==> config.mk <==
export PLATFORM = sky130hd
export DESIGN_NAME = if_id_reg
export DESIGN_NICKNAME = d
export VERILOG_FILES = /design/src/rtl/if_id_reg_pkg.sv /design/src/rtl/if_id_reg.sv
export SDC_FILE = /design/constraint.sdc
export NUM_CORES = 1
export LEC_CHECK = 0
export CORE_MARGIN = 3
export CORE_UTILIZATION = 42
export DETAILED_ROUTE_END_ITERATION = 10
export PLACE_DENSITY = 0.81
export RECOVER_POWER = 25
export SLEW_MARGIN = 5
export SYNTH_ARGS = -nofsm -noshare
export SYNTH_HDL_FRONTEND = slang
export SYNTH_SLANG_ARGS = --single-unit
==> constraint.sdc <==
create_clock -name clk -period 1.9 [get_ports clk]
set_input_delay 0.285 -clock clk [delete_from_list [all_inputs] [get_ports clk]]
set_output_delay 0.285 -clock clk [all_outputs]
set_load 0.01 [all_outputs]
==> src/rtl/if_id_reg_pkg.sv <==
`default_nettype none
// ============================================================================
//  Module      : if_id_reg_pkg
//  Description : Shared pipeline definitions. Holds the reset fetch address,
//                the bubble instruction and the IF/ID state encoding. The PC
//                block uses the same package.
//  Revision    : 1.0  initial release
// ============================================================================
package if_id_reg_pkg;

    // First fetch address after reset
    localparam logic [31:0] C_RESET_PC  = 32'h0040_0000;

    // Bubble instruction: sll $0,$0,0
    localparam logic [31:0] C_NOP_INSTR = 32'h0000_0000;

    // IF/ID control states
    typedef enum logic [1:0] {
        RUN    = 2'd0,
        HOLD   = 2'd1,
        SQUASH = 2'd2
    } state_e;

endpackage : if_id_reg_pkg
`default_nettype wire

==> src/rtl/if_id_reg.sv <==
`default_nettype none
// ============================================================================
//  Module      : if_id_reg
//  Description : IF/ID pipeline register for a synchronous-read instruction
//                memory. A fetch tag pairs each returned word with the address
//                issued one cycle earlier. Stall freezes ID, flush kills both
//                the in-flight fetch and the ID contents.
//  Revision    : 1.0  initial release
// ============================================================================
module if_id_reg
    import if_id_reg_pkg::*;
#(
    parameter logic [31:0] RESET_PC  = C_RESET_PC,
    parameter logic [31:0] NOP_INSTR = C_NOP_INSTR
) (
    input  logic        clk,
    input  logic        reset,        // asynchronous, active-low
    input  logic [31:0] if_pc,
    input  logic [31:0] imem_rdata,
    input  logic        stall,
    input  logic        flush,
    output logic [31:0] imem_addr,
    output logic        imem_en,
    output logic [31:0] id_pc,
    output logic [31:0] id_pc_plus4,
    output logic [31:0] id_instr,
    output logic        id_valid
);

    state_e      r_state;
    logic [31:0] r_fetch_pc;
    logic        r_fetch_live;
    logic [31:0] r_id_pc;
    logic [31:0] r_id_instr;
    logic        r_id_valid;

    state_e      w_state_next;
    logic [31:0] w_fetch_pc_next;
    logic        w_fetch_live_next;
    logic [31:0] w_id_pc_next;
    logic [31:0] w_id_instr_next;
    logic        w_id_valid_next;

    // Memory is addressed straight from the PC; a stall keeps the last word
    assign imem_addr = if_pc;
    assign imem_en   = ~stall;

    // Next-state and next-register logic; everything holds by default
    always_comb begin
        w_state_next      = r_state;
        w_fetch_pc_next   = r_fetch_pc;
        w_fetch_live_next = r_fetch_live;
        w_id_pc_next      = r_id_pc;
        w_id_instr_next   = r_id_instr;
        w_id_valid_next   = r_id_valid;

        if (flush) begin
            // Flush beats stall: bubble ID and mark the word in flight dead
            w_id_instr_next   = NOP_INSTR;
            w_id_valid_next   = 1'b0;
            w_fetch_live_next = 1'b0;
            if (!stall) begin
                w_fetch_pc_next = if_pc;
            end
            w_state_next      = SQUASH;
        end else if (stall) begin
            // Freeze everything; a pending squash is remembered until release
            w_state_next = (r_state == SQUASH) ? SQUASH : HOLD;
        end else begin
            case (r_state)
                SQUASH: begin
                    // Word returning now belongs to the killed fetch
                    w_id_instr_next   = NOP_INSTR;
                    w_id_valid_next   = 1'b0;
                    w_fetch_pc_next   = if_pc;
                    w_fetch_live_next = 1'b1;
                    w_state_next      = RUN;
                end
                default: begin
                    // RUN, or HOLD released on this edge: advance one slot
                    w_id_pc_next      = r_fetch_pc;
                    w_id_instr_next   = r_fetch_live ? imem_rdata : NOP_INSTR;
                    w_id_valid_next   = r_fetch_live;
                    w_fetch_pc_next   = if_pc;
                    w_fetch_live_next = 1'b1;
                    w_state_next      = RUN;
                end
            endcase
        end
    end

    // State, fetch tag and ID registers; reset discards any in-flight fetch
    always_ff @(posedge clk or negedge reset) begin
        if (!reset) begin
            r_state      <= SQUASH;
            r_fetch_pc   <= RESET_PC;
            r_fetch_live <= 1'b0;
            r_id_pc      <= RESET_PC;
            r_id_instr   <= NOP_INSTR;
            r_id_valid   <= 1'b0;
        end else begin
            r_state      <= w_state_next;
            r_fetch_pc   <= w_fetch_pc_next;
            r_fetch_live <= w_fetch_live_next;
            r_id_pc      <= w_id_pc_next;
            r_id_instr   <= w_id_instr_next;
            r_id_valid   <= w_id_valid_next;
        end
    end

    assign id_pc       = r_id_pc;
    assign id_pc_plus4 = r_id_pc + 32'd4;
    assign id_instr    = r_id_instr;
    assign id_valid    = r_id_valid;

endmodule : if_id_reg
`default_nettype wire

## Yosys cells after proc, flatten, opt, wreduce, memory -nomap -nowiden

Cells that the tools add are included.

- Bits in registers: 100
- Latch bits: 0
- Bits in writable memories: 0
- Memory bits (read-only): 0
- Memories kept: 0

- Add/subtract/negate cells: 1
- Multipliers: 0
- Divide/modulo/power cells: 0
- Magnitude comparators: 0
- Equal/unequal tests: 2
- Shifts and indexed selects: 0
- Muxes and demuxes: 12
- Bitwise operators: 3
- Reduce and logical (&&, ||, !) cells: 1

Operators by type and width:

| operator | number |
|---|---|
| 32-bit 2-to-1 mux | 4 |
| 32-bit by 3-bit adder with 32-bit output, second input constant | 1 |
| 2-bit 2-to-1 mux | 3 |
| 1-bit 2-to-1 mux | 5 |
| 1-bit inverter | 3 |
| 3-bit AND reduction | 1 |
| 2-bit equality test, second input constant | 1 |
| 2-bit by 1-bit inequality test with 1-bit output, second input constant | 1 |

## Longest topological paths before layout

Gate-level depths: netlist of run 1.

- Depth after elaboration: 4
- Depth in mapped cells: 6
- Gate-level depth less buffers: 5

## Least setup slack after synthesis of run 1

Ideal clock, no wire load.

- Path type: register to output
- Start: register r_id_pc[2], in the netlist id_pc[2]
- End: output port id_pc_plus4[28]
- Data arrival time: 1493 ps
- Data required time: 1615 ps
- Path slack: 122 ps
- Stages on the path, launching flop included: 6
- Path buffers: 0
- Path through: dfrtp_1 ha_1 nand3_1 nor3_2 nand4_1 xnor2_1

- Cells in the longest elaborated chain, start to end: 1

Ends and longest elaborated chain:

| what | line | text |
|---|---|---|
| start: declaration | if_id_reg.sv:33 | `logic [31:0] r_id_pc;` |
| start signal: assignment | if_id_reg.sv:105 | `r_id_pc <= w_id_pc_next;` |
| 32-bit by 3-bit adder with 32-bit output | if_id_reg.sv:112 | `assign id_pc_plus4 = r_id_pc + 32'd4;` |
| end: declaration | if_id_reg.sv:25 | `output logic [31:0] id_pc_plus4,` |

Every way passes these cells.

## Worst setup path after layout of run 1

- Start: register r_id_pc[6], in the netlist id_pc[6]
- End: output port id_pc_plus4[25]

Same word-level chain as after synthesis.

==> results of run 1 <==
[cells by family after synthesis]
logic type,after synthesis
flops,100
mux,64
buf+inv,53
simple gates,51
compound gates,35
xor+xnor,28
fa+ha+maj,1
[layout make-up]
class                   count  area (µm²)
fillers                   730        3170
well taps                 136         170
clock inverters             6        70.1
clock buffers              10         138
repair buffers            271        2440
multi-input cells         179        1810
inverters                   5        18.8
flip-flops and latches    100        2510
[state kept, by name, summed over array words and instances (netlist names)]
register / cells
id_instr: 32
id_pc: 32
id_valid: 1
r_fetch_live: 1
r_fetch_pc: 32
r_state: 2
[metrics by stage]
| stage | util | hold slack, ns | total power [mW] | TNS (ns) |
|---|---|---|---|---|
| floorplan | - | -0.0106 | 3.55 | 0 |
| global placement | 0.647 | 0.245 | 5.00 | -8.37 |
| detailed placement | 0.647 | 0.247 | 5.05 | -12.25 |
| CTS | 0.675 | 0.232 | 6.38 | -4.86 |
| global route | 0.693 | 0.291 | 6.75 | -8.41 |
| finish | 0.693 | 0.305 | 6.40 | -4.90 |
[worst max-delay path: cells and delay by family (launching register included)]
family / cells / cell delay, ns
simple gates: 3 / 0.54
buf+inv: 4 / 0.51
flops: 1 / 0.40
xor+xnor: 1 / 0.14
[per-layer routing]
metal	vias to the layer above	track usage
met5	-	0
met4	0	0.0469
met3	14	0.0456
met2	116	0.355
met1	1734	0.226
li1	1615	-
[where the power goes]
part	switching [mW]	internal [mW]
combinational	1.05	1.38
sequential	0.170	2.41
clock	0.727	0.660
[cells in the final DEF, fill, tap and decap left out, drive strengths merged]
master / instances
clkdlybuf4s15: 2
clkinv: 2
dlygate4sd3: 2
and3: 5
a22o: 32
mux2: 64
ha: 1
nor2: 6
buf: 95
and4: 2
inv: 8
nor4: 2
nor2b: 1
a21o: 2
nand2: 6
dlygate4sd2: 2
dfrtp: 97
or3: 1
clkbuf: 16
nor3: 5
bufinv: 1
xor2: 7
nand4: 8
dfstp: 3
dlymetal6s2s: 1
nand3: 15
a21oi: 1
xnor2: 21
clkdlybuf4s50: 163
[worst paths after layout]
kind	from	end	slack [ns]
hold / removal	stall	r_state[0]	0.30
setup / recovery	id_pc[6]	id_pc_plus4[25]	-0.33
setup reg to reg	r_state[1]	id_pc[19]	0.24
hold reg to reg	id_valid	id_valid	0.50
max in group asynchronous	reset	id_instr[19]	0.25
min in group asynchronous	reset	r_fetch_pc[16]	0.54
[timing repair]
action / 4_1_cts / 5_1_grt
endpoints found under the setup margin: 29 / 27
gates resized for setup: 124 / 32
pin swaps: 21 / 21
hold buffers: 1 / 0
buffers inserted: 12 / 11
gates cloned: 1 / 0
hold endpoints to repair: 28 / 0
==> reports/qor.yml, run 1 <==
ys_seq_area_frac: 0.561
post-route-period-util: 1.17
ys_seq_elements: 100
route.met3.wl_um: 789
whs_path_depth: 3
track_usage: 0.193
met2WireLength_um: 6450
synth_edf_count: 0
arrival_ns: 1.94
place_ws_ns: -0.347
overflow: 0
clkTransAtPathRegs_ns: 0.10
dieArea_mm2: 0.0119
power.leakage_nw: 3.19
clockBufferDepth: 2
synth.distinct_cells: 29
syn_to_final_growth_pct: 60.1
ant_nets: 0
final_net_count: 635
max_stage_delay_ns: 0.40
vdd_drop_max_mv: 0.480
cp_max_fo: 5
clock-skew-final_ns: 0.00524
fin_area_mm2: 0.00716
drt-pass1-iter-count: 4
synth.avg_cell_area_um2: 13.5
finalNonFillerCells: 707
start_util: 0.433
synthSimpleGateAreaFrac: 0.0705
cp-end-kind: "primary output"
cts.sinks: 100
async_flop_share: 1.00
path_class: "reg -> out"
outcome: "complete, but fails checks"
worstSkewPairLatency_ns: 0.35
final.setup.worst_slack_ns: -0.330
yosysTopAreaCell: "dfrtp_1"
synth_common_cells: "dfrtp_1, mux2_2, buf_4, a22o_1, xnor2_1"
drc: 0
yosys-top-cells-area: "dfrtp_1, mux2_2, a22o_1"
violations: "setup timing"
setup-violations-final: 24
yosys_warnings: 0
grt_pass1_wl_um: 18000
io_buffer_count: 197
critPathSlowestCell: "dfrtp_1"
fp.dieW_um: 109
grt_pass1_vias: 3650
gp_congestion: 0.807
syn-cell-area_mm2: 0.00447
antenna_cells: 0
via_per_inst: 4.92
wl_met1_um: 4370
hold_viol: 0
slew_headroom: 0.238
synth_top_family_by_area: "multiplexers"
min_period_ns: 2.23
slew_violations: 0
maxCapViolations: 0
h-tree-depth: 3
cts_tree: "yes"
ios: 198
rsz0062_at_grt: "yes"
wl_um: 11700
synthXorXnorAreaFrac: 0.0549
worstHoldPathType: "in -> reg"
die_h_um: 109
worstPathRequired_ns: 1.62
dr.first_iter.drc_count: 72
core-area_mm2: 0.0103
yosysTopAreaCellShare: 0.543
syn-num-nets: 401
synth_cells: 332
synth_compound_area_frac: 0.0672
drive_gt1_frac: 0.368
critical_path.cell_chain: "nand3_4, nor4_4, buf_2, buf_6, buf_6, nand4_1, xnor2_1, buf_2"
synthMuxAreaShare: 0.161
cts_root_buf: "clkbuf_8"
num_rows: 37
place_inst: 666
place_area_mm2: 0.00668
synth-main-ff-cell: "dfrtp_1"
reg2regPathDepth: 4
vias: 3479
synth-adder-area-share: 0.00280
worstMarginPinSlew_ns: 1.14
drt-wirelength-per-cell_um: 16.6
cts_made_buffers: 9
yosysMostFrequentCell: "dfrtp_1"
fmaxAchievable_mhz: 449
highest_layer: "met4"
powerDensity_mw_per_mm2: 895
crit_path_start_kind: "flop"
grt_max_degree: 34
dp_hpwl_um: 8470
antenna_found_initial: 0
Power figures use the tool's default switching activity.
==> run 2, diff against run 1 <==
--- a/config.mk
+++ b/config.mk
@@ -6,9 +6,9 @@
 export NUM_CORES = 1
 export LEC_CHECK = 0
 export CORE_MARGIN = 3
-export CORE_UTILIZATION = 42
+export CORE_UTILIZATION = 25
 export DETAILED_ROUTE_END_ITERATION = 10
-export PLACE_DENSITY = 0.81
+export PLACE_DENSITY = 0.53
 export RECOVER_POWER = 25
 export SLEW_MARGIN = 5
 export SYNTH_ARGS = -nofsm -noshare
==> reports/qor.yml, run 2 (synthesis gave the netlist of run 1 again) <==
outcome: "complete, but fails checks"
violations: "setup timing"
start_util: 0.257  # -0.176
antenna_found_initial: 0  # unchanged
cp-end-kind: "primary output"
cts_tree: "yes"
startpoint: "id_pc[22]"
critPathTopFamily: "flip-flops"
io_buffer_count: 197  # unchanged
finalSetupTns_ns: -3.56  # +1.35 ns
fp.dieW_um: 140  # +28%
powerDensity_mw_per_mm2: 932  # +4.2%
fin_hold_ws_ns: 0.272  # -0.0325 ns
mostFrequentLayoutCell: "clkdlybuf4s50_1"
track_usage: 0.124  # -0.0685
dp_hpwl_um: 9020  # +6.5%
cts_root_buf: "clkbuf_16"
drt-pass1-iter-count: 4  # unchanged
power.leakage_nw: 3.12  # -2.1%
vdd_drop_max_mv: 0.417  # -13%
dr.first_iter.drc_count: 96  # +33%
overflow: 0  # unchanged
path_class: "reg -> out"
max_stage_delay_ns: 0.53  # +0.13 ns
worstSkewPairLatency_ns: 0.34  # about the same
antenna_cells: 0  # unchanged
die_h_um: 140  # +28%
switching_share: 0.289  # -0.0156
cts_made_buffers: 9  # unchanged
wl_um: 12200  # +3.7%
via_per_inst: 4.35  # -12%
syn_to_final_growth_pct: 60.6
maxCapViolations: 0  # unchanged
power.clock.fraction: 0.262  # +0.045
place_inst: 758  # +14%
gp_congestion: 0.726  # -9.9%
vias: 3404  # -2.2%
fmaxAchievable_mhz: 465  # +3.6%
place_ws_ns: -0.323  # +0.0235 ns
h-tree-depth: 3  # unchanged
drc: 0  # unchanged
clkTransAtPathRegs_ns: 0.07  # -0.03 ns
ios: 198  # unchanged
grt_pass1_vias: 3642  # -0.22%
min_period_ns: 2.15  # -0.0780 ns
pwr-share-seq: 0.389  # -0.014
switching_power_mw: 1.93  # -0.84%
grt_pass1_wl_um: 19500  # +8.8%
hold_viol: 0  # unchanged
final_net_count: 622  # -2.0%
worstHoldPathType: "in -> reg"
finalNonFillerCells: 783  # +11%
clock-skew-final_ns: 0.00556  # +0.000325 ns
r2r_start: "r_state[1]"
layout_common_cells: "clkdlybuf4s50_1, dfrtp_1, mux2_2"
critPathBufInv: 3  # -1
arrival_ns: 1.87  # -0.07 ns
critPathSlowestCell: "dfstp_2"
critical_path.cell_chain: "nand2_2, nor4_4, buf_4, buf_6, nand4_1, xnor2_1, buf_2"
drive_gt1_frac: 0.335  # -0.0327
post-route-period-util: 1.13  # -0.0411
core-area_mm2: 0.0174  # +69%
ant_nets: 0  # unchanged
worstPathRequired_ns: 1.62  # about the same
num_rows: 48  # +30%
setup-violations-final: 23  # -4.2%
cts.sinks: 100  # unchanged
slew_headroom: 0.340  # +0.103
worstMarginPinSlew_ns: 0.990  # -0.154 ns
slew_violations: 0  # unchanged
dieArea_mm2: 0.0195  # +64%
clockBufferDepth: 2  # unchanged
grt_max_degree: 41  # +21%
hp-start: "stall"
combPwrFrac: 0.349  # -0.031
final.setup.worst_slack_ns: -0.252  # +0.0780 ns
rsz0062_at_grt: "yes"
crit_path_start_kind: "flop"
power_mw: 6.69  # +4.5%
cp_max_fo: 7  # +2
p_int_mw: 4.76  # +6.9%
drt-wirelength-per-cell_um: 15.5  # -6.4%
## run 2: final timing paths
kind	slack [ns]	endpoint	depth (start not counted)
setup / recovery	-0.25	id_pc_plus4[28]	7
hold / removal	0.27	r_state[0]	3
setup reg to reg	0.26	id_pc[2]	4
hold reg to reg	0.48	id_pc[1]	1
max in group asynchronous	0.34	r_fetch_pc[22]	3
min in group asynchronous	0.49	id_pc[15]	2
## run 2: routing by layer
layer	up-vias	GRT usage	share of wire
met5	-	0	0
met4	0	0.0367	0.010
met3	9	0.0392	0.071
met2	121	0.212	0.50
met1	1683	0.151	0.42
li1	1591	-	-
## run 2: area by class of cell
cell class,count,area (µm²)
Clock buffer,15,278
Clock inverter,1,5.00
Fill cell,1649,10200
Inverter,5,18.8
Multi-Input combinational cell,179,1690
Sequential cell,100,2510
Tap cell,225,282
Timing Repair Buffer,258,2390
## run 2: per-stage QoR
| stage | cell area (µm²) | utilization |
|---|---|---|
| after floorplan | 4470 | - |
| after global placement | 6820 | 0.392 |
| after detailed placement | 6820 | 0.392 |
| after CTS | 7170 | 0.412 |
| after global routing | 7180 | 0.412 |
| final | 7180 | 0.412 |
## run 2: power by group through the flow
| stage | combinational [mW] | sequential (mW) | clock [mW] |
|---|---|---|---|
| after floorplan | 0.737 | 2.81 | 0 |
| final | 2.34 | 2.60 | 1.75 |
| after detailed placement | 2.46 | 2.63 | 0 |
| after global routing | 2.52 | 2.64 | 1.90 |
| after global placement | 2.45 | 2.62 | 0 |
| after CTS | 2.38 | 2.60 | 1.81 |
## run 2: what timing repair did
item,CTS,global route
cloned,0,0
gates resized for setup,127,8
setup endpoints to repair,28,27
endpoints found under the hold margin,22,0
pin swaps,10,11
hold buffers,1,0
setup buffers,7,1
## run 2: worst min-delay path: stages
cell and delay [ns]:
clkbuf_1 0.11, inv_1 0.12, nor3_1 0.06
